`src/rtl/minipit_programmer.sv`:
```
// Host-side bus master for the minipit timer configuration port.
// Writes divider/repeat, count high byte and count low byte over a
// we/addr/data port, then arms and watches the timer's irq line with
// a down-counting watchdog.
//
// state     | meaning
// ----------+-------------------------------------------------------
// S_IDLE    | waiting for start; bus quiet
// S_WR_CTRL | writing {divider, repeating, 6'b0} to address 00
// S_WR_HI   | writing count[15:8] to address 01
// S_WR_LO   | writing count[7:0] to address 10
// S_ARMED   | timer running; counting irq edges, watchdog active
// S_DONE    | one-cycle done pulse after a single-shot irq
module minipit_programmer #(
  parameter int unsigned HOLD_CYCLES    = 2,
  parameter int unsigned TIMEOUT_CYCLES = 65535,
  parameter int unsigned TO_W           = 16
) (
  input  logic        clk,
  input  logic        rst_n,
  input  logic        start,
  input  logic        cfg_divider,
  input  logic        cfg_repeating,
  input  logic [15:0] cfg_count,
  input  logic        abort,
  input  logic        irq_in,
  output logic        bus_we,
  output logic [1:0]  bus_addr,
  output logic [7:0]  bus_data,
  output logic        busy,
  output logic        armed,
  output logic        done,
  output logic        timeout,
  output logic [7:0]  irq_count
);

  // Each write slot lasts HOLD_CYCLES enable cycles plus one gap cycle.
  localparam int unsigned     PH_W    = $clog2(HOLD_CYCLES + 1);
  localparam logic [PH_W-1:0] PH_HOLD = PH_W'(HOLD_CYCLES);
  localparam logic [PH_W-1:0] PH_ONE  = PH_W'(1);
  localparam logic [TO_W-1:0] WD_LOAD = TO_W'(TIMEOUT_CYCLES);
  localparam logic [TO_W-1:0] WD_ONE  = TO_W'(1);
  localparam logic            WD_EN   = (TIMEOUT_CYCLES != 0);

  typedef enum logic [2:0] {
    S_IDLE    = 3'd0,
    S_WR_CTRL = 3'd1,
    S_WR_HI   = 3'd2,
    S_WR_LO   = 3'd3,
    S_ARMED   = 3'd4,
    S_DONE    = 3'd5
  } state_t;

  state_t          state, state_nx;
  logic [PH_W-1:0] ph, ph_nx;
  logic [TO_W-1:0] wd, wd_nx;
  logic            sh_div, sh_div_nx;
  logic            sh_rep, sh_rep_nx;
  logic [15:0]     sh_count, sh_count_nx;
  logic [7:0]      irq_count_nx;
  logic            irq_prev;
  logic            irq_edge;
  logic            timeout_nx;
  logic            bus_we_nx;
  logic [1:0]      bus_addr_nx;
  logic [7:0]      bus_data_nx;

  assign irq_edge = irq_in & ~irq_prev;

  // Next-state, shadow/watchdog/counter updates and next registered outputs.
  always_comb begin
    state_nx     = state;
    ph_nx        = ph;
    wd_nx        = wd;
    sh_div_nx    = sh_div;
    sh_rep_nx    = sh_rep;
    sh_count_nx  = sh_count;
    irq_count_nx = irq_count;
    timeout_nx   = 1'b0;

    if ((state != S_IDLE) && abort) begin
      state_nx = S_IDLE;
      ph_nx    = '0;
    end else begin
      unique case (state)
        S_IDLE: begin
          if (start) begin
            sh_div_nx    = cfg_divider;
            sh_rep_nx    = cfg_repeating;
            sh_count_nx  = cfg_count;
            irq_count_nx = 8'd0;
            ph_nx        = '0;
            state_nx     = S_WR_CTRL;
          end
        end
        S_WR_CTRL, S_WR_HI, S_WR_LO: begin
          if (ph == PH_HOLD) begin
            ph_nx = '0;
            if (state == S_WR_CTRL) begin
              state_nx = S_WR_HI;
            end else if (state == S_WR_HI) begin
              state_nx = S_WR_LO;
            end else begin
              state_nx = S_ARMED;
              wd_nx    = WD_LOAD;
            end
          end else begin
            ph_nx = ph + PH_ONE;
          end
        end
        S_ARMED: begin
          // An irq edge outranks a watchdog expiry in the same cycle.
          if (irq_edge) begin
            if (irq_count != 8'hFF) irq_count_nx = irq_count + 8'd1;
            if (sh_rep) wd_nx = WD_LOAD;
            else        state_nx = S_DONE;
          end else if (WD_EN) begin
            wd_nx = wd - WD_ONE;
            if (wd == WD_ONE) begin
              timeout_nx = 1'b1;
              state_nx   = S_IDLE;
            end
          end
        end
        S_DONE:  state_nx = S_IDLE;
        default: state_nx = S_IDLE;
      endcase
    end

    // Bus outputs follow the upcoming state so they are registered with it.
    bus_we_nx   = 1'b0;
    bus_addr_nx = 2'b00;
    bus_data_nx = 8'h00;
    unique case (state_nx)
      S_WR_CTRL: begin
        bus_we_nx   = (ph_nx < PH_HOLD);
        bus_addr_nx = 2'b00;
        bus_data_nx = {sh_div_nx, sh_rep_nx, 6'b000000};
      end
      S_WR_HI: begin
        bus_we_nx   = (ph_nx < PH_HOLD);
        bus_addr_nx = 2'b01;
        bus_data_nx = sh_count_nx[15:8];
      end
      S_WR_LO: begin
        bus_we_nx   = (ph_nx < PH_HOLD);
        bus_addr_nx = 2'b10;
        bus_data_nx = sh_count_nx[7:0];
      end
      default: begin
        bus_we_nx   = 1'b0;
        bus_addr_nx = 2'b00;
        bus_data_nx = 8'h00;
      end
    endcase
  end

  // State, shadow registers, watchdog and all registered outputs.
  always_ff @(posedge clk or negedge rst_n) begin
    if (!rst_n) begin
      state     <= S_IDLE;
      ph        <= '0;
      wd        <= '0;
      sh_div    <= 1'b0;
      sh_rep    <= 1'b0;
      sh_count  <= 16'h0000;
      irq_prev  <= 1'b0;
      irq_count <= 8'd0;
      bus_we    <= 1'b0;
      bus_addr  <= 2'b00;
      bus_data  <= 8'h00;
      busy      <= 1'b0;
      armed     <= 1'b0;
      done      <= 1'b0;
      timeout   <= 1'b0;
    end else begin
      state     <= state_nx;
      ph        <= ph_nx;
      wd        <= wd_nx;
      sh_div    <= sh_div_nx;
      sh_rep    <= sh_rep_nx;
      sh_count  <= sh_count_nx;
      irq_prev  <= irq_in;
      irq_count <= irq_count_nx;
      bus_we    <= bus_we_nx;
      bus_addr  <= bus_addr_nx;
      bus_data  <= bus_data_nx;
      busy      <= (state_nx != S_IDLE);
      armed     <= (state_nx == S_ARMED);
      done      <= (state_nx == S_DONE);
      timeout   <= timeout_nx;
    end
  end

endmodule

```
`config.mk`:
```
export PLATFORM = sky130hd
export DESIGN_NAME = minipit_programmer
export DESIGN_NICKNAME = d
export VERILOG_FILES = /design/src/rtl/minipit_programmer.sv
export SDC_FILE = /design/constraint.sdc
export NUM_CORES = 1
export LEC_CHECK = 0
export CAP_MARGIN = 15
export CORE_UTILIZATION = 49
export DETAILED_ROUTE_END_ITERATION = 16
export PLACE_DENSITY = 0.76
export SYNTH_ARGS = -nofsm -noshare
export SYNTH_HDL_FRONTEND = slang
export SYNTH_SLANG_ARGS = --single-unit
```
`constraint.sdc`:
```
create_clock -name clk -period 2 [get_ports clk]
set_input_delay 0.5 -clock clk [delete_from_list [all_inputs] [get_ports clk]]
set_output_delay 0.5 -clock clk [all_outputs]
set_load 0.01 [all_outputs]
```
=== Word level (Yosys, flattened, before mapping) ===
Cells that the tools add are included.

* Logic and storage cells: 90
* Output and inout port bits: 23
* Bits of input ports: 23
* Flip-flop bits (word level): 63

* Eq/ne operators: 19
* Mux-type cells: 39
* Add/subtract/negate cells: 3
* Bitwise logic cells: 3
* Reductions and logical operators: 10
* Order comparisons: 1

{| class="wikitable"
|+ Operators with widths
! kind !! number
|-
| two-way mux 16 bit || 8
|-
| one-hot mux 16 bit (2 select lines) || 1
|-
| two-way mux 3 bit || 8
|-
| two-way mux 8 bit || 3
|-
| one-hot mux 8 bit (3 select lines) || 1
|-
| equality test 16 x 1 -> 1 bit, second input constant || 1
|-
| one-hot mux 8 bit (2 select lines) || 1
|-
| subtractor 16 x 1 -> 16 bit, second input constant || 1
|-
| equality test 3 x 2 -> 1 bit, second input constant || 4
|-
| inequality test 2 bit, second input constant || 6
|-
| two-way mux 1 bit || 11
|-
| equality test 3 bit, second input constant || 3
|-
| one-hot mux 3 bit (3 select lines) || 1
|-
| adder 8 x 1 -> 8 bit, second input constant || 1
|-
| inequality test 8 bit, second input constant || 1
|-
| one-hot mux 2 bit (2 select lines) || 2
|-
| equality test 3 x 1 -> 1 bit, second input constant || 2
|-
| two-way mux 2 bit || 3
|-
| AND reduction 6 bit || 1
|-
| nonzero test 3 bit || 2
|-
| OR reduction 3 bit || 2
|-
| AND reduction 5 bit || 1
|-
| nonzero test 2 bit || 2
|-
| logical NOT 3 bit || 1
|-
| other kinds (7) || 8
|}

=== Longest topological paths before layout ===
Gate-level depths: netlist of run 1.

* Word-level depth: 9
* Depth in mapped cells: 7
* Depth with buffers taken out: 6

=== Worst setup path before layout of run 1 ===
No wires, ideal clock.

* Path type: in2reg
* Start point: input port abort
* End point: register irq_count[4]
* Setup time: 77 ps
* Stages on the path: 6
* Data required time: 1923 ps
* Arrival: 1933 ps
* Path buffers: 2
* Path slack: -11 ps
* Cell sequence: clkbuf_1 > a211oi_2 > o221ai_1 > buf_2 > or4_1 > a21oi_1

* Cells in the longest elaborated chain, start to end: 3

{| class="wikitable"
|+ Ends and longest elaborated chain
! item !! line !! source
|-
| start, declared || 25 || <nowiki>input logic abort,</nowiki>
|-
| logical AND 1 bit || 81 || <nowiki>if ((state != S_IDLE) && abort) begin</nowiki>
|-
| inverter 1 bit (no line) || - ||
|-
| AND reduction 5 bit (no line) || - ||
|-
| end signal, assigned || 184 || <nowiki>irq_count <= irq_count_nx;</nowiki>
|-
| end, declared || 34 || <nowiki>output logic [7:0] irq_count</nowiki>
|}

No other way between the ends.
A chain may end at the register's enable or synchronous reset.

=== Final worst setup path of run 1 ===
* Start point: register wd[7]
* End point: register wd[13]

* Cells in the longest elaborated chain, start to end: 3

{| class="wikitable"
|+ Ends and longest elaborated chain
! item !! line !! source
|-
| start, declared || 56 || <nowiki>logic [TO_W-1:0] wd, wd_nx;</nowiki>
|-
| start signal, assigned || 179 || <nowiki>wd <= wd_nx;</nowiki>
|-
| subtractor 16 x 1 -> 16 bit || 118 || <nowiki>wd_nx = wd - WD_ONE;</nowiki>
|-
| two-way mux 16 bit || 113 || <nowiki>if (irq_edge) begin</nowiki>
|-
| one-hot mux 16 bit (2 select lines) || 85 || <nowiki>unique case (state)</nowiki>
|}

No other way between the ends.

==> impl_results.md, run 1 <==
* Relative slew slack at 0.6136
* Post-Syn Area at 3122 um^2
* Vias per inst at 5.871
* Yosys warning count at 0
* Largest net degree at the start of global routing at 32
* CP cell instances: or4_4 -> or3_4 -> o31a_1 -> o31ai_2
* Main combinational cell family by area after synthesis: simple AND/OR/NAND/NOR gates
* DR vias at 2730
* Worst slew pin tran at 578.4 ps
* Die W at 81.82 um
* Routed WL per cell at 16.59 um
* Die Y at 81.82 um
* Final setup vio count at 0
* Switching share of power at 0.3508
* Core Region at 6026 um^2
* Sequential share of the synthesized area at 0.5050
* Net Switching at 1.582 mW
* Synthesized flop and latch total at 63
* Post-CTS setup buffers at 0
* H-tree level count at 3
* Worst Setup End Kind: register
* Top cells by area, synth: dfrtp_1 51%, mux2_2 5.8%, nor3_1 3.8%
* Final Worst Setup Slack at 35.20 ps
* Critical Path RT at 2250 ps
* FP Rows at 28
* Multiplexer share of the synthesized area at 0.07375
* RSZ-0062 raised after global routing: true
* Final HPWL DP at 5419 um
* Clock power share at 0.214
* Clock Skew at 7.446 ps
* Fin crit share at 0.9824
* DRT iter0 DRCs at 160
* Initial Utilization at 0.5181
* Maximum capacitance violations at 0
* Reg power frac at 0.403
* Mean post-synth cell area at 10.24 um^2
* Max frequency at 509.0 MHz
* Max Root-Sink Buffers at 2
* Share of flip-flops with an asynchronous set or reset at 1.000
* Synth Area in XOR/XNOR at 0
* # diodes at 0
* Power Total at 4.508 mW
* Final core utilization at 0.6983
* Syn Inst Count at 305
* CTS Sinks at 63
* Most instantiated cells after synthesis: 63 x dfrtp_1, 24 x nor3_1, 21 x nor2_1, 16 x a21oi_1, 16 x mux2_2
* Synth cell types at 54
* GR Overflow Total at 0
* Clock root buffer master: clkbuf_8
* Share of cells above drive strength 1 at 0.2692
* Final Hold Viols at 0
* Post-synthesis compound-gate area fraction at 0.1760
* Total CTS buffers at 9
* Hold/Removal Path Class: in2async
* Clock slew at reported path FFs at 70 ps
* Synth top area share at 0.5050
* Simple-Gate Fraction of Synth Area at 0.1872
* Port Buffer Count at 45
* Die area at 6694 um^2
* WP buf/inv at 0
* Internal at 2.926 mW
* DRT Pass-1 Iters at 4
* Crit-path max cell delay at 580 ps
* Slowest stage cell, crit path: or4_4
* Initial antenna violation count at 0
* Status: complete, no violations
* Syn_nets at 331
* Type of origin of the critical path: register
* Worst vdd ir at 0.7434 mV
* Post-synth EDFFs at 0
* Worst Path Max Fanout at 4
* Final WL at 7716 um
* CP arrival at 2210 ps
* Pre-CTS setup slack at -362.9 ps
* GR Util All Layers at 0.2525
* Post-layout min period at 1965 ps
* Vias in the first global route at 2648
* Cell with the most instances after synthesis: dfrtp_1
* Setup TNS at 0 ps
* Top_reg_cell synth: dfrtp_1
* Cell Pwr Density at 1071 nW/um^2
* Kind of cell adding the most delay to the critical path: simple AND/OR/NAND/NOR gates
* Ports at 46
* Synth Area in Adders at 0.01202
* Synth-to-Final Area Change at 34.79%
* Final Max Slew Viols at 0
* Global-route wire length before repair at 12460 um
* Fin nets at 411
* Flop2flop setup slack at 40 ps
* Clk_lat worst skew at 340 ps
* Fill count at 453
* Final RePlAce weighted congestion at 0.9004
* Lkg Pwr at 1.793 nW
* WS Path Type: reg2reg
* TritonCTS clock tree: done
* Leading area contributor after synthesis: dfrtp_1
* DRC at 0
* Routed Antenna Nets at 0
* Gate power share at 0.383
-- timing repair --
item | CTS | global route
endpoints found under the setup margin | 4 | 26
pin swaps | 0 | 2
hold buffers | 0 | 0
resized for setup | 2 | 13
-- area by class of cell --
type | instances | area (um^2) | area share
inverter | 13 | 48.80 | 0.01160
sequential | 63 | 1577 | 0.3747
clock inverter | 7 | 48.80 | 0.01160
timing repair buffer | 91 | 832.0 | 0.1977
tap | 75 | 93.84 | 0.02230
multi-input combinational | 207 | 1484 | 0.3527
clock buffer | 9 | 123.9 | 0.02944
-- logic make-up (layout without fill, tap and decap cells) --
kind of cell | Yosys count | count (layout)
buffers and inverters | 35 | 120
DFF | 63 | 63
AOI/OAI and AO/OA | 76 | 76
and+or+nand+nor | 107 | 107
muxes | 21 | 21
adders and majority gates | 3 | 3
-- path summary, 6_finish.rpt --
path | start | endpoint | cells after the start
max | wd[7] | wd[13] | 4
min | rst_n | irq_prev | 1
max reg2reg | wd[7] | wd[13] | 4
min reg2reg | wd[15] | wd[15] | 1
max in group asynchronous | rst_n | wd[14] | 2
min in group clk | wd[15] | wd[15] | 1
-- state kept, by name, indices dropped and copies added, names as in the netlist, 2 cells and up --
signal and flops:
bus_addr 2, wd 16, bus_data 8, state 3, sh_count 16, ph 2
irq_count 8
-- routing by layer --
layer | vias to the layer above | part of all wire | GRT usage
met1 | 1348 | 0.47 | 0.3446
met3 | 13 | 0.038 | 0.04111
met5 | - | 0 | 0
met4 | 0 | 0.018 | 0.1228
met2 | 68 | 0.47 | 0.3901
li1 | 1301 | - | -
-- placed cells by master, fill, tap and decap left out, types with 3 or more instances in the layout --
cell | netlist | final
mux2_2 | 16 | 16
nor3_1 | 24 | 24
ha_1 | 3 | 3
nor2_1 | 21 | 20
or4_1 | 4 | 3
o31ai_1 | 15 | 14
clkbuf_8 | 0 | 9
nand4_1 | 4 | 4
or3_1 | 3 | 3
dfrtp_1 | 63 | 63
nor4_1 | 6 | 6
mux2i_1 | 5 | 5
and3_1 | 4 | 4
nand2_1 | 12 | 12
inv_1 | 13 | 13
o211ai_1 | 6 | 6
clkdlybuf4s50_1 | 0 | 44
nand2b_1 | 4 | 3
buf_12 | 0 | 3
a21oi_1 | 16 | 16
clkinvlp_4 | 0 | 4
nand3_1 | 7 | 7
o21ai_0 | 10 | 10
or2_2 | 6 | 6
buf_4 | 0 | 42
o41ai_1 | 5 | 3
-- worst register-to-register path, cell delays in order, from the launching register on --
cell and delay [ps]:
dfrtp_1 380, or4_4 580, or3_4 420, o31a_1 300
o31ai_2 190
-- stage by stage --
| stage | instance area (um^2) | cells | hold slack [ps] |
|---|---|---|---|
| final | 4208 | 465 | 134.5 |
| after global routing | 4208 | 465 | 180.0 |
| after CTS | 4140 | 465 | 146.8 |
| after detailed placement | 3958 | 449 | 453.3 |
| after global placement | 3958 | 449 | 456.9 |
| after floorplan | 3122 | 305 | 204.4 |
-- power by group through the flow --
stage | clock, mW | combinational [mW] | sequential (mW)
detailed placement | 0 | 1.67 | 1.82
floorplan | 0 | 0.971 | 1.79
CTS | 0.990 | 1.69 | 1.80
global placement | 0 | 1.62 | 1.80
global route | 1.04 | 1.90 | 1.85
finish | 0.963 | 1.73 | 1.82
(Power assumes the default switching activity.)
==> run 2, diff against run 1 <==
--- a/config.mk
+++ b/config.mk
@@ -6,9 +6,10 @@
 export NUM_CORES = 1
 export LEC_CHECK = 0
 export CAP_MARGIN = 15
-export CORE_UTILIZATION = 49
+export CORE_MARGIN = 1.5
+export CORE_UTILIZATION = 54
 export DETAILED_ROUTE_END_ITERATION = 16
-export PLACE_DENSITY = 0.76
+export PLACE_DENSITY = 0.79
 export SYNTH_ARGS = -nofsm -noshare
 export SYNTH_HDL_FRONTEND = slang
 export SYNTH_SLANG_ARGS = --single-unit
==> constraint.sdc (replaced) <==
create_clock -name clk -period 2.1 [get_ports clk]
set_input_delay 0.525 -clock clk [delete_from_list [all_inputs] [get_ports clk]]
set_output_delay 0.525 -clock clk [all_outputs]
set_load 0.01 [all_outputs]
==> run 2 against run 1 <==
Final area down 0.57%. First-iteration DRC count up 34%. Clock power rose by 26%. Utilization is 5.7 points higher. Critical path type unchanged.
==> impl_results.md, run 2 (synthesis results as in run 1) <==
* Most frequent cells in the layout: 63 x dfrtp_1, 44 x clkdlybuf4s50_1, 35 x buf_4, 24 x nor3_1, 21 x nor2_1
* Port Buffer Count at 45
* Fin crit share at 0.9792
* Final WL at 7987 um
* Cell Pwr Density at 1082 nW/um^2
* Hold_buf cts at 0
* Clock Skew at 8.331 ps
* # diodes at 0
* Global-route wire length before repair at 13080 um
* Relative slew slack at 0.6866
* Net Switching at 1.503 mW
* DR vias at 2820
* Routed WL per cell at 17.55 um
* Clock root buffer master: clkbuf_8
* DRC at 0
* CP arrival at 2280 ps
* Final HPWL DP at 5311 um
* TritonCTS clock tree: done
* Post-layout min period at 2056 ps
* Clk_lat worst skew at 350 ps
* DP Area at 3914 um^2
* Initial antenna violation count at 0
* Routed Antenna Nets at 0
* H-tree level count at 3
* Reg power frac at 0.383
* Final setup vio count at 0
* Die area at 6246 um^2
* Status: complete, no violations
* RSZ-0062 raised after global routing: true
* Lkg Pwr at 1.788 nW
* Worst setup startpoint: wd[7]
* Biggest regs: sh_count x16, wd x16
* Fin nets at 404
* Largest net degree at the start of global routing at 64
* Gate power share at 0.351
* Core Region at 5540 um^2
* Clock power share at 0.266
* Layout Cells excl Fill at 455
* Maximum capacitance violations at 0
* Worst slew pin tran at 470.2 ps
* Final RePlAce weighted congestion at 0.8394
* Final design instance area without fill at 4184 um^2
* Synth-to-Final Area Change at 34.03%
* Die W at 79.03 um
* Type of origin of the critical path: register
* Vias in the first global route at 2724
* Worst vdd ir at 0.8067 mV
* Final Max Slew Viols at 0
* Worst r2r src: wd[7]
* Most common cell after layout, fill and taps aside: dfrtp_1
* Ports at 46
* DRT Pass-1 Iters at 5
* GR Util All Layers at 0.2752
* Switching share of power at 0.3320
* Fill count at 400
* Worst Path Max Fanout at 4
* CTS Sinks at 63
* WS Path Type: reg2reg
* Max frequency at 486.3 MHz
* Vias per inst at 6.198
* Final Hold Viols at 0
* Share of cells above drive strength 1 at 0.2428
* Total CTS buffers at 9
* Power Total at 4.529 mW
* Max Root-Sink Buffers at 2
* Initial Utilization at 0.5635
* Min Hold Slack at 174.0 ps
* Die Y at 79.03 um
* Placed Cells at 439
* Clock slew at reported path FFs at 70 ps
* Worst Setup End Kind: register
* DRT iter0 DRCs at 214
* Hold/Removal Path Class: in2async
* FP Rows at 27
* GR Overflow Total at 0
* Post-CTS setup buffers at 0
* Setup TNS at 0 ps
* Critical Path RT at 2320 ps
* Internal at 3.025 mW
run 2: cell types whose count changed in the layout (fill, tap and decap cells not counted), sizes merged:
cell,previous run,this run
clkinv,2,0
clkbuf,9,10
buf,47,40
bufinv,0,2
clkinvlp,4,3
run 2: path summary, 6_finish.rpt:
check,endpoint,slack (ps),cells after the start
worst max-delay path,wd[14],40,4
worst min-delay path,irq_count[2],170,2
worst max register to register,wd[14],40,4
worst min register to register,wd[15],490,1
max in group asynchronous,armed,1650,2
min in group clk,wd[15],490,1
run 2: cell type report:
cell class              count  area [um^2]  area share
well taps                  72        90.09     0.02153
clock inverters             6        91.34     0.02183
flip-flops and latches     63         1577      0.3768
inverters                  13        48.80     0.01166
repair buffers             84        788.3      0.1884
clock buffers              10        137.6     0.03289
multi-input cells         207         1451      0.3469
run 2: through the flow:
step                        util  setup WS [ps]
after CTS                 0.7502          15.29
after detailed placement  0.7064         -334.2
after floorplan                -          64.41
after global routing      0.7552         -1.845
after global placement    0.7064         -266.7
final                     0.7552          43.69
run 2: repair_timing:
action                                  4_1_cts  5_1_grt
endpoints found under the setup margin        3        3
resized for setup                             2        4
endpoints found under the hold margin         0        0
run 2: worst max-delay path, cell delays in order (launching register included):
cell     delay (ps)
dfrtp_1         400
or4_1           580
or3_4           430
o41ai_1         400
o31ai_2         120
run 2: power by group through the flow:
stage                     registers, mW  logic, mW  clock network [mW]
after floorplan                    1.71      0.925                   0
after global placement             1.71       1.49                   0
after detailed placement           1.73       1.54                   0
after CTS                          1.72       1.56                1.22
after global routing               1.76       1.74                1.27
final                              1.73       1.59                1.21
run 2: layer usage:
| layer | GRT usage | share of wire | vias up |
|---|---|---|---|
| li1 | - | - | 1288 |
| met1 | 0.3683 | 0.44 | 1385 |
| met2 | 0.4385 | 0.48 | 129 |
| met3 | 0.05517 | 0.060 | 18 |
| met4 | 0.1140 | 0.020 | 0 |
| met5 | 0 | 0 | - |
==> run 3, diff against run 2 <==
--- a/config.mk
+++ b/config.mk
@@ -7,9 +7,8 @@
 export LEC_CHECK = 0
 export CAP_MARGIN = 15
 export CORE_MARGIN = 1.5
-export CORE_UTILIZATION = 54
+export CORE_UTILIZATION = 30
 export DETAILED_ROUTE_END_ITERATION = 16
-export PLACE_DENSITY = 0.79
 export SYNTH_ARGS = -nofsm -noshare
 export SYNTH_HDL_FRONTEND = slang
 export SYNTH_SLANG_ARGS = --single-unit
==> run 3 against run 2 <==
First-iteration DRC count decreased by 48%. Final area increased by 1.5%. Critical endpoint is now bus_data[6]. Clock skew decreased by 0.63 ps. Maximum frequency increased by 3.5%. Largest cell class unchanged. Register-to-register slack improved by 90 ps.
==> impl_results.md, run 3 (synthesis results as in run 1) <==
* Post-CTS sizing at 0
* CP endpoint: bus_data[6]
* Fill count at 985
* Clk_lat worst skew at 360 ps
* WP buf/inv at 1
* Final RePlAce weighted congestion at 0.8483
* CP arrival at 2210 ps
* Die W at 105.0 um
* Die area at 11030 um^2
* Share of cells above drive strength 1 at 0.2422
* CP cell instances: clkdlybuf4s50_1 -> or3b_2 -> nand2b_1 -> a21oi_1 -> o32ai_1
* Most common cell after layout, fill and taps aside: dfrtp_1
* Cell Pwr Density at 1056 nW/um^2
* Final HPWL DP at 5652 um
* TritonCTS clock tree: done
* Routed WL per cell at 15.16 um
* Biggest regs: sh_count x16, wd x16
* GR Util All Layers at 0.1533
* Final Max Slew Viols at 0
* RSZ-0062 raised after global routing: false
* Clock Skew at 7.699 ps
* Flop2flop setup slack at 130 ps
* CTS Sinks at 63
* Core Region at 10230 um^2
* Relative slew slack at 0.6394
* Synth-to-Final Area Change at 36.07%
* Vias in the first global route at 2649
* GR Overflow Total at 0
* H-tree level count at 3
* DRC at 0
* Worst setup startpoint: irq_in
* Final WL at 7884 um
* Global-route wire length before repair at 13230 um
* Min Hold Slack at 146.8 ps
* Worst reg2reg path endpoint: wd[13]
* Worst path depth at 5
* Total CTS buffers at 9
* Post-layout min period at 1986 ps
* Worst Setup End Kind: register
* Hold/Removal Path Class: in2async
* WS Path Type: in2reg
* Port Buffer Count at 45
* Type of origin of the critical path: input pin
* Final design instance area without fill at 4248 um^2
* Clock root buffer master: clkbuf_8
* Max Root-Sink Buffers at 2
* DRT Pass-1 Iters at 6
* Hold_buf cts at 0
* Worst vdd ir at 0.3687 mV
* Critical Path RT at 2320 ps
* Maximum capacitance violations at 0
* Kind of cell adding the most delay to the critical path: simple AND/OR/NAND/NOR gates
* Initial antenna violation count at 0
* # diodes at 0
* R2R depth at 4
* Lkg Pwr at 1.793 nW
* Worst Path Max Fanout at 9
* Initial Utilization at 0.3051
* Worst slew pin tran at 540.9 ps
* Final setup vio count at 0
* FP Rows at 37
* Largest net degree at the start of global routing at 23
* Ports at 46
* Die Y at 105.0 um
* DP Area at 4001 um^2
* Fin crit share at 0.9459
* DRT iter0 DRCs at 111
* Final Hold Viols at 0
* Clock slew at reported path FFs at 70 ps
* Routed Antenna Nets at 0
* Most frequent cells in the layout: 63 x dfrtp_1, 44 x clkdlybuf4s50_1, 36 x buf_4, 24 x nor3_1, 20 x nor2_1
* DR vias at 2658
* Max frequency at 503.4 MHz
* Placed Cells at 504
* Slowest stage cell, crit path: clkdlybuf4s50_1
* Layout Cells excl Fill at 520
* Post-CTS setup buffers at 0
* Power Total at 4.484 mW
* Worst r2r src: wd[7]
* Vias per inst at 5.112
* Crit-path max cell delay at 510 ps
* Status: complete, no violations
* Fin nets at 405
run 3: cell type report:
class / instances / area [um^2] / share of cell area
Inverter: 13 / 48.80 / 0.01149
Sequential cell: 63 / 1577 / 0.3711
Tap cell: 136 / 170.2 / 0.04006
Clock buffer: 9 / 123.9 / 0.02916
Timing Repair Buffer: 85 / 795.8 / 0.1873
Multi-Input combinational cell: 207 / 1430 / 0.3367
Clock inverter: 7 / 102.6 / 0.02415
run 3: power by group:
| part | switching (mW) | internal, mW |
|---|---|---|
| Combinational | 0.779 | 0.774 |
| Clock | 0.541 | 0.682 |
| Sequential | 0.171 | 1.54 |
| Total | 1.49 | 2.99 |
run 3: how the worst min path moves through the flow:
stage | startpoint | to | slack (ps) | cells after the start
2_1_floorplan | rst_n | armed | 230 | 0
3_3_place_gp | wd[15] | wd[15] | 450 | 1
3_5_place_dp | wd[15] | wd[15] | 450 | 1
4_1_cts | rst_n | busy | 160 | 1
5_1_grt | rst_n | busy | 190 | 1
6_report | rst_n | busy | 150 | 1
run 3: layer usage:
metal / global-route usage / share of wire / vias to the layer above
li1: - / - / 1287
met1: 0.2120 / 0.47 / 1305
met2: 0.2302 / 0.48 / 58
met3: 0.03805 / 0.038 / 8
met4: 0.05871 / 0.013 / 0
met5: 0 / 0 / -
run 3: per-stage QoR:
stage	setup TNS, ps	utilization	worst slack [ps]
after floorplan	0	-	64.41
after global placement	-5805	0.3911	-303.1
after detailed placement	-6560	0.3911	-320.1
after CTS	0	0.4132	1.577
after global routing	0	0.4152	21.79
final	0	0.4152	113.5
==> edit 1 (settings of run 3) <==
Re-encode `state_t` (6 states) as one-hot, 6 bits wide.
--- a/src/rtl/minipit_programmer.sv
+++ b/src/rtl/minipit_programmer.sv
@@ -42,13 +42,13 @@
   localparam logic [TO_W-1:0] WD_ONE  = TO_W'(1);
   localparam logic            WD_EN   = (TIMEOUT_CYCLES != 0);
 
-  typedef enum logic [2:0] {
-    S_IDLE    = 3'd0,
-    S_WR_CTRL = 3'd1,
-    S_WR_HI   = 3'd2,
-    S_WR_LO   = 3'd3,
-    S_ARMED   = 3'd4,
-    S_DONE    = 3'd5
+  typedef enum logic [5:0] {
+    S_IDLE    = 6'b000001,
+    S_WR_CTRL = 6'b000010,
+    S_WR_HI   = 6'b000100,
+    S_WR_LO   = 6'b001000,
+    S_ARMED   = 6'b010000,
+    S_DONE    = 6'b100000
   } state_t;
 
   state_t          state, state_nx;
Formal check against the unedited RTL: no difference found for any inputs over 10 cycles, from zero or initial values and one cycle with rst_n low; not proved beyond that.
==> edit 1 against run 3 <==
Total power grew 7.6%. Fmax decreased by 8.4%. Cell area grew 11%. Synthesized cell count up 4.9%. Sequential cell count is 3 higher. The flow now finishes with violations (setup timing). Register-to-register slack worse by 0.20 ns. Synthesized area increased by 4.6%. Critical path type is now register to register. Core utilization is 3.7 points higher. Die area is 4.4% higher. First-iteration DRC count rose by 14%. Worst setup slack lost 0.18 ns. Sequential share of layout area shrank 2.2 points. Wire length grew 4.0%.
==> edit 1: results <==
[run_status]
status = finished with violations
violations = setup timing

[synth]
synth-compound-area-share = 0.154
synthAdderAreaFrac = 0.0115
synth.distinct_cells = 49
muxShareOfSynthArea = 0.0494
synth_xor_area_frac = 0.0134
netlist_top_cells_count = dfrtp_1, inv_1, a31oi_1

[timing]
finalWorstSetupSlack_ns = -0.0680
setup_viol = 4
final.setup_skew_ns = 0.0118

[drt]
routed_wl_um = 8200
wl_met2_um = 4110
viasPerCell = 4.96
drt-met1-wl_um = 3540
drtIter0Drc = 127

[placement]
dp_hpwl_um = 5790
placed_area_um2 = 4340
gp_congestion = 0.778

[cells_and_area]
seq_area_um2 = 1650
nets = 447
drive_gt1_frac = 0.265

[global_routing]
grt_pass1_wl_um = 13400
met3_usage = 0.0339
grt_max_degree = 33

[setup_path]
cp_max_fo = 3

[power]
irDropWorstVdd_mv = 0.646
-- edit 1: layout make-up --
type	count	area share
Sequential cell	66	0.349
Inverter	30	0.0238
Clock buffer	9	0.0262
Multi-Input combinational cell	210	0.331
Tap cell	136	0.0359
Timing Repair Buffer	104	0.213
Clock inverter	7	0.0214
-- edit 1: report_power, final --
part / switching (mW) / leakage [nW] / total, mW / internal (mW)
Clock: 0.546 / 0.106 / 1.22 / 0.678
Combinational: 0.911 / 1.11 / 1.82 / 0.908
Sequential: 0.183 / 0.804 / 1.78 / 1.60
-- edit 1: worst paths after layout --
kind,cells after the start,to,start
worst min register to register,2,sh_div,sh_div
worst min-delay path,1,bus_data[1],rst_n
min in group clk,2,sh_div,sh_div
worst max register to register,5,bus_we,wd[10]
max in group asynchronous,3,wd[15],rst_n
worst max-delay path,5,bus_we,wd[10]
-- edit 1: cell families (layout without fill, tap and decap cells) --
logic type / after synthesis / after routing
compound gates: 77 / 77
buf+inv: 45 / 150
fa+ha+maj: 3 / 3
xor+xnor: 5 / 5
flops: 66 / 66
mux: 16 / 16
simple gates: 108 / 109
-- edit 1: critical path, cell delays in order, from the launching register on --
cell	delay, ns
dfrtp_1	0.39
or4_4	0.52
or4_4	0.49
or4_4	0.43
nand3b_1	0.14
nor4_1	0.07
-- edit 1: through the flow --
step	cells	worst slack [ns]	TNS, ns
CTS	561	-0.0606	-0.173
global route	562	-0.164	-0.787
detailed placement	542	-0.336	-5.82
floorplan	320	-0.0197	-0.0197
finish	562	-0.0680	-0.186
global placement	542	-0.300	-4.92
-- edit 1: what timing repair did --
| action | CTS | global route |
|---|---|---|
| pin swaps | 3 | 7 |
| resized for setup | 6 | 21 |
| setup buffers | 3 | 0 |
| setup endpoints to repair | 8 | 25 |
| gates cloned | 0 | 1 |
==> edit 2 (config.mk and constraints of run 3) <==
Without the edit above. The parameter `HOLD_CYCLES` goes from 2 to 4.
--- a/src/rtl/minipit_programmer.sv
+++ b/src/rtl/minipit_programmer.sv
@@ -12,7 +12,7 @@
 // S_ARMED   | timer running; counting irq edges, watchdog active
 // S_DONE    | one-cycle done pulse after a single-shot irq
 module minipit_programmer #(
-  parameter int unsigned HOLD_CYCLES    = 2,
+  parameter int unsigned HOLD_CYCLES    = 4,
   parameter int unsigned TIMEOUT_CYCLES = 65535,
   parameter int unsigned TO_W           = 16
 ) (
Behaviour: not the same (Yosys sat finds a counterexample within 4 cycles, from zero or initial values and one cycle with rst_n low).
==> edit 2 against run 3 <==
Total power shrank 16%. Final cell count fell by 3.8%. Count of clock-buffer cells in the layout is the same. Largest power group unchanged. Highest routed layer unchanged. Sequential cell count grew 1. First-iteration DRC count shrank 1.8%. Via count down 11%. Cell area decreased by 3.2%. Synthesized area shrank 0.44%. Clock power shrank 14%. Sequential share of layout area grew 1.8 points. Critical endpoint is now wd[10]. Worst setup slack improved by 0.060 ns. Synthesized cell count fell by 6.9%. Wire length is 14% lower.
==> edit 2: results <==
[global_routing]
grtUsageTotal = 0.131
grt_pass1_vias = 2425
grt_pass1_wl_um = 11500
grt_util_met1 = 0.172
grt_util_met2 = 0.209
met3_usage = 0.0405
grt_max_degree = 65

[cells_and_area]
drive_gt1_frac = 0.215
nets = 390

[placement]
gp_congestion = 0.779
placed_area_um2 = 3920

[setup_path]
cpLargestDelayFamily = compound AO/OA/AOI/OAI gates
cp_max_fo = 15
cpPeakStageDelay_ns = 0.41
cp_slowest_cell = dfrtp_1

[power]
irDropWorstVdd_mv = 0.475
power_leakage_nw = 1.73

[drt]
drtIter0Drc = 109
wire_per_inst_um = 13.6
firstDrtPassIters = 4
viasPerCell = 4.75

[synth]
synth.distinct_cells = 59
synth_fp_nets = 312
netlist_top_cells_count = dfrtp_1, nor2_1, nand2_1
seq_area_frac_synth = 0.515
synthTopCellsByArea = dfrtp_1, mux2_2, nor2_1, o21ai_0, nand2_1

[timing]
slew_headroom = 0.597

[clock_tree]
clkLatencyLatePin_ns = 0.33

[run_status]
status = finished clean
edit 2: path summary, 6_finish.rpt:
check | startpoint | endpoint | slack, ns | cells past startpoint
worst max-delay path | ph[0] | wd[10] | 0.17 | 8
worst min-delay path | rst_n | sh_count[4] | 0.20 | 2
worst max register to register | ph[0] | wd[10] | 0.17 | 8
worst min register to register | sh_count[8] | sh_count[8] | 0.49 | 1
max in group asynchronous | rst_n | irq_count[3] | 1.63 | 2
min in group clk | sh_count[8] | sh_count[8] | 0.49 | 1
edit 2: cells by family after synthesis:
| kind of cell | share of synthesized area |
|---|---|
| flip-flops | 0.515 |
| buffers and inverters | 0.0346 |
| AND/OR/NAND/NOR | 0.179 |
| AO/OA/AOI/OAI | 0.147 |
| XOR/XNOR | 0.0169 |
| adder cells (fa/ha/maj) | 0.0233 |
| multiplexers | 0.0841 |
edit 2: cell type report:
| class | count | area [um2] |
|---|---|---|
| sequential | 64 | 1600 |
| inverter | 11 | 41.3 |
| tap | 133 | 166 |
| fill | 982 | 5800 |
| multi-input combinational | 201 | 1400 |
| clock buffer | 9 | 124 |
| clock inverter | 7 | 72.6 |
| timing repair buffer | 75 | 708 |
edit 2: routing by layer:
metal | wire length, um | up-vias
met5 | 0 | -
met4 | 62 | 0
met3 | 303 | 6
met2 | 3160 | 45
met1 | 3270 | 1141
li1 | - | 1185
edit 2: stage by stage:
step           hold WS [ns]  std cells  TNS (ns)  utilization  total power, mW
6_report              0.198        500         0        0.415             3.75
5_1_grt               0.225        500         0        0.415             3.99
3_5_place_dp          0.470        484     -2.54        0.395             2.74
4_1_cts               0.199        500         0        0.415             3.81
2_1_floorplan         0.229        284         0            -             2.35
3_3_place_gp          0.464        484     -2.69        0.395             2.71
edit 2: report_power, final:
group          total, mW  internal (mW)  switching [mW]  leakage (nW)
combinational       1.10          0.570           0.535         0.823
clock               1.05          0.547           0.498        0.0952
sequential          1.60           1.49           0.111         0.817
